## src/rtl/avr_fetch_unit_if.sv

```systemverilog
// Fetch-stage bundle: next-PC control and program-memory address/data and the decoded opcode.
// slave = fetch unit, master = control unit / program memory side.
interface avr_fetch_unit_if #(
    parameter int PC_W = 16
);
    logic [2:0]      pc_src;
    logic [PC_W-1:0] jmp;
    logic [15:0]     prog_data;
    logic [PC_W-1:0] prog_addr;
    logic [15:0]     cur_instr;

    modport master (
        output pc_src,
        output jmp,
        output prog_data,
        input  prog_addr,
        input  cur_instr
    );

    modport slave (
        input  pc_src,
        input  jmp,
        input  prog_data,
        output prog_addr,
        output cur_instr
    );
endinterface

```

## src/rtl/avr_fetch_unit.sv

```systemverilog
// AVR fetch stage: owns the PC, addresses program memory, registers the opcode for decode.
// Latency: one cycle from prog_addr to cur_instr; PC wraps to PMEM_AW bits when AVR_FETCH_PMEM_WRAP_EN is defined.
// Backpressure: none; STALL from pc_src holds PC and cur_instr in place.
module avr_fetch_unit #(
    parameter int              PC_W     = 16,
    parameter logic [PC_W-1:0] RST_VEC  = '0,
    parameter logic [15:0]     NOP_WORD = 16'h0000,
    parameter int              PMEM_AW  = 9
) (
    input  logic              CLK,
    input  logic              RST,
    avr_fetch_unit_if.slave   bus
);

    typedef enum logic [2:0] {
        SRC_SEQ   = 3'b000,
        SRC_RSV1  = 3'b001,
        SRC_STALL = 3'b010,
        SRC_SKIP  = 3'b011,
        SRC_JMP   = 3'b100,
        SRC_RJMP  = 3'b101,
        SRC_RVEC  = 3'b110,
        SRC_RSV7  = 3'b111
    } pc_src_e;

    localparam logic [PC_W-1:0] PC_ONE = PC_W'(1);
    localparam logic [PC_W-1:0] PC_TWO = PC_W'(2);

`ifdef AVR_FETCH_PMEM_WRAP_EN
    localparam logic [PC_W-1:0] PC_MASK = {{(PC_W-PMEM_AW){1'b0}}, {PMEM_AW{1'b1}}};
`else
    localparam logic [PC_W-1:0] PC_MASK = {PC_W{1'b1}};
`endif

    logic [PC_W-1:0] pc;
    logic [PC_W-1:0] pc_raw;
    logic [PC_W-1:0] pc_nxt;
    logic [15:0]     instr;
    logic [15:0]     instr_nxt;
    pc_src_e         src;

    assign src = pc_src_e'(bus.pc_src);

    always_comb begin
        pc_raw    = pc + PC_ONE;
        instr_nxt = bus.prog_data;
        case (src)
            SRC_STALL: begin
                pc_raw    = pc;
                instr_nxt = instr;
            end
            SRC_SKIP: begin
                pc_raw    = pc + PC_TWO;
                instr_nxt = NOP_WORD;
            end
            SRC_JMP: begin
                pc_raw    = bus.jmp;
                instr_nxt = NOP_WORD;
            end
            // Offset is relative to the following word; two's-complement add wraps naturally.
            SRC_RJMP: begin
                pc_raw    = pc + PC_ONE + bus.jmp;
                instr_nxt = NOP_WORD;
            end
            SRC_RVEC: begin
                pc_raw    = RST_VEC;
                instr_nxt = NOP_WORD;
            end
            default: begin
                pc_raw    = pc + PC_ONE;
                instr_nxt = bus.prog_data;
            end
        endcase
        pc_nxt = pc_raw & PC_MASK;
    end

    always_ff @(posedge CLK) begin
        if (!RST) begin
            pc    <= RST_VEC & PC_MASK;
            instr <= NOP_WORD;
        end else begin
            pc    <= pc_nxt;
            instr <= instr_nxt;
        end
    end

    assign bus.prog_addr = pc;
    assign bus.cur_instr = instr;

endmodule

```

## src/flat_wrapper.sv

```systemverilog
// flat-port wrapper written by rule: the top's interface ports become plain ports
module avr_fetch_unit_flat 
#(
    parameter int              PC_W     = 16,
    parameter logic [PC_W-1:0] RST_VEC  = '0,
    parameter logic [15:0]     NOP_WORD = 16'h0000,
    parameter int              PMEM_AW  = 9
)
  (CLK, RST, bus_pc_src, bus_jmp, bus_prog_data, bus_prog_addr, bus_cur_instr);
  avr_fetch_unit_if #(.PC_W(PC_W)) bus_i ();
  input  logic CLK;
  input  logic RST;
  input wire logic [$bits(bus_i.pc_src)-1:0] bus_pc_src;
  input wire logic [$bits(bus_i.jmp)-1:0] bus_jmp;
  input wire logic [$bits(bus_i.prog_data)-1:0] bus_prog_data;
  output wire logic [$bits(bus_i.prog_addr)-1:0] bus_prog_addr;
  output wire logic [$bits(bus_i.cur_instr)-1:0] bus_cur_instr;
  assign bus_i.pc_src = bus_pc_src;
  assign bus_i.jmp = bus_jmp;
  assign bus_i.prog_data = bus_prog_data;
  assign bus_prog_addr = bus_i.prog_addr;
  assign bus_cur_instr = bus_i.cur_instr;
  avr_fetch_unit #(.PC_W(PC_W), .RST_VEC(RST_VEC), .NOP_WORD(NOP_WORD), .PMEM_AW(PMEM_AW)) u_core (.CLK(CLK), .RST(RST), .bus(bus_i));
endmodule
```

## config.mk

```make
export PLATFORM = sky130hd
export DESIGN_NAME = avr_fetch_unit_flat
export DESIGN_NICKNAME = d
export VERILOG_FILES = /design/src/rtl/avr_fetch_unit_if.sv /design/src/rtl/avr_fetch_unit.sv /design/src/flat_wrapper.sv
export SDC_FILE = /design/constraint.sdc
export NUM_CORES = 1
export LEC_CHECK = 0
export ABC_AREA = 1
export BUFFER_PORTS_ARGS = -buffer_cell sky130_fd_sc_hd__buf_2
export CAP_MARGIN = 20
export CORE_MARGIN = 2
export CORE_UTILIZATION = 55
export CTS_CLUSTER_SIZE = 10
export DETAILED_ROUTE_END_ITERATION = 8
export HOLD_SLACK_MARGIN = 0.03
export PLACE_DENSITY = 0.84
export SLEW_MARGIN = 20
export SYNTH_ARGS = -nofsm -noshare
export SYNTH_HDL_FRONTEND = slang
export SYNTH_SLANG_ARGS = --single-unit
```

## constraint.sdc

```tcl
create_clock -name CLK -period 3.2 [get_ports CLK]
set_input_delay 0.64 -clock CLK [delete_from_list [all_inputs] [get_ports CLK]]
set_output_delay 0.64 -clock CLK [all_outputs]
set_load 0.05 [all_outputs]
```

==> out/metrics.yaml <==
power:
  p_clk_share_pct: 27.3
  power.net_switching_w: 0.0005722
  p_seq_share_pct: 33.4
  power_density_mw_per_mm2: 399.5
  p_int_w: 0.0008395
  combPwrFrac_pct: 39.3
  finalPower_w: 0.001412
  peakVddDrop_mv: 0.4089
  switching_share_pct: 40.53
  leakage_nw: 1.856
global_route:
  use_met2_pct: 47.33
  grt_pass1_wl_mm: 14.37
  grt.overflow.total: 0
  antenna_found_initial: 0
  busiest_layer: "met2"
  grt_use_met1_pct: 39.25
  grt_max_degree: 48
  grt_pass1_vias: 3156
  grtUsageMet3_pct: 4.253
  gr-usage-all-layers_pct: 29.17
clocking:
  cts_buffers: 5
  worstSkewPairLatency_ps: 290
  h-tree-depth: 2
  path_clk_slew_ps: 70
  cts_sinks: 32
  cts_tree: "built"
  cts-root-buf: "clkbuf_8"
  post_cts_buffers: 0
  max-clock-path-buffers: 2
critical_path:
  critPathRequiredTime_ps: 3390
  cp.arrival_ps: 3230
  crit_top_cell: "nand2_1"
  worst_path_largest_cell_delay_ps: 430
  worstPathMaxFanout: 6
  worstSetupPathType: "register to register"
  path_delay_family: "simple AND/OR/NAND/NOR gates"
  cp-start-kind: "register"
  cp_cell_sequence: "ha_1 -> nand2_1 -> nor2_4 -> inv_1 -> nor2_1 -> xor2_1 -> ha_1 -> nand2_1 -> inv_1 -> a21oi_1 -> nand2_1 -> a21oi_1 -> nand3_1 -> nand3_1 -> nand4_1 -> nand2_1 -> inv_1"
  critical_path_buf_inv_count: 3
  end_kind: "register"
  slowest_stage: "dfxtp_1"
timing:
  timing.fmax_mhz: 329.2
  worst_clock_skew_ps: 6.463
  hold_viol: 0
  rsz0062_at_grt: "no"
  hold_slack_ps: 529.0
  max_slew_margin_pct: 53.74
  setup_viol: 0
  post-route-min-period_ps: 3037
  drv_slew: 0
  period_share_pct: 94.92
  tns_ps: 0
  tightest_slew_ps: 692.9
detailed_routing:
  viasPerCell: 5.510
  routed-via-count: 3455
  antenna_left: 0
  dr.first_iter.drc_count: 315
  wire_per_inst_um: 13.83
  drt_wl_total_mm: 8.669
  first_pass_iters: 5
  drc: 0
yosys:
  syn_inst: 489
  synth.avg_cell_area_um2: 6.215
  synth.cell_area_mm2: 0.003039
  synth.distinct_cells: 44
  seq_area_frac_synth_pct: 21.08
  synth-edff-count: 0
  synth_top_area_share_pct: 21.08
  yosysTopAreaCell: "dfxtp_1"
  ys_seq_elements: 32
  synth_area_leaders: "dfxtp_1 21%, nand2_1 17%, ha_1 9.1%"
  async_reset_ff_share_pct: 0
  yosysWarnings: 0
  syn-num-nets: 549
  synth-main-ff-cell: "dfxtp_1"
cells_and_area:
  area.growth.synth_to_final_pct: 16.26
  instances_no_fill: 627
  mostFrequentLayoutCells: "135 x nand2_1, 68 x buf_2, 59 x inv_1"
  utilization_pct: 65.37
  layout.cells.most_common: "nand2_1"
  antenna_cells: 0
  nets: 614
  drive_gt1_share_pct: 20.18
floorplanning:
  start_util_pct: 56.23
  die_h_um: 78.34
  std_cell_rows: 27
  core_mm2: 0.005405
  die_w_um: 78.34
  dieArea_mm2: 0.006136
  io_pins: 69
place:
  dp.cells: 619
  portBuffers: 68
  dp_hpwl_mm: 6.770
  gp_congestion: 1.076
run_status:
  outcome: "complete, no violations"
min_path:
  hp-class: "register to register"
flow_run:
  drv_cap: 0
==> tightest hold or removal path: cells and delay by family, from the launching register on <==
| family | cells | cell delay (ps) |
|---|---|---|
| AOI/OAI and AO/OA | 2 | 180 |
| DFF | 1 | 310 |
==> per-stage QoR <==
step	setup slack, ps	instance area, um^2
after floorplan	331.8	3039
after global placement	272.7	3416
after detailed placement	168.4	3416
after CTS	154.3	3523
after global routing	51.01	3533
final	162.7	3533
==> synthesized netlist by cell type (3+ instances only) <==
library cell	count
buf_2	3
nor2_1	33
nand3b_1	4
xnor2_1	3
a32oi_1	3
or2_2	3
inv_1	59
o211ai_1	5
clkbuf_1	6
nor3_1	4
nor2_2	5
a21oi_1	47
xor2_1	10
dfxtp_1	32
o21ai_1	11
nor2_4	4
inv_2	8
nand3_1	23
nand2_1	135
ha_1	22
o21ai_0	32
nand4_1	6
==> logic make-up (layout without fill, tap and decap cells) <==
family | count (synthesis) | in the layout | share of synthesized area [%]
adders and majority gates | 23 | 23 | 9.716
xor gates and xnor gates | 13 | 13 | 3.746
and+or+nand+nor | 226 | 226 | 33.14
AOI/OAI and AO/OA | 113 | 113 | 20.96
DFF | 32 | 32 | 21.08
buffers and inverters | 82 | 148 | 11.36
==> state kept, by name, indices dropped and copies added, names as in the netlist <==
| signal | cells |
|---|---|
| u_core.bus.prog_addr | 16 |
| u_core.bus.cur_instr | 16 |
==> what timing repair did <==
action,in CTS,in global routing
hold buffers,0,0
setup endpoints to repair,0,1
gates resized for setup,0,3
==> per-layer routing <==
metal	up-vias	part of all wire (%)
li1	1730	-
met1	1514	43
met2	190	45
met3	21	9.2
met4	0	2.4
met5	-	0
==> worst paths after layout <==
| check | start | to | slack, ps | cells after the start |
|---|---|---|---|---|
| hold / removal | u_core.bus.cur_instr[0] | u_core.bus.cur_instr[0] | 530 | 2 |
| setup reg to reg | u_core.bus.prog_addr[2] | u_core.bus.prog_addr[15] | 160 | 17 |
| hold reg to reg | u_core.bus.cur_instr[0] | u_core.bus.cur_instr[0] | 530 | 2 |
| setup / recovery | u_core.bus.prog_addr[2] | u_core.bus.prog_addr[15] | 160 | 17 |
==> power by group through the flow <==
stage	Clock (W)	Sequential [W]	Combinational [W]
floorplan	0	0.000585	0.000298
global placement	0	0.000476	0.000538
detailed placement	0	0.000477	0.000545
CTS	0.000385	0.000469	0.000548
global route	0.000406	0.000476	0.000609
finish	0.000385	0.000471	0.000555
==> final cells by class <==
type                            instances  area [um^2]
Multi-Input combinational cell        375         2067
Clock buffer                            6        72.57
Clock inverter                          2        35.03
Fill cell                             505         1872
Timing Repair Buffer                   72        370.4
Sequential cell                        32        643.1
Inverter                               68        255.2
Tap cell                               72        90.09
(Power assumes the default switching activity.)
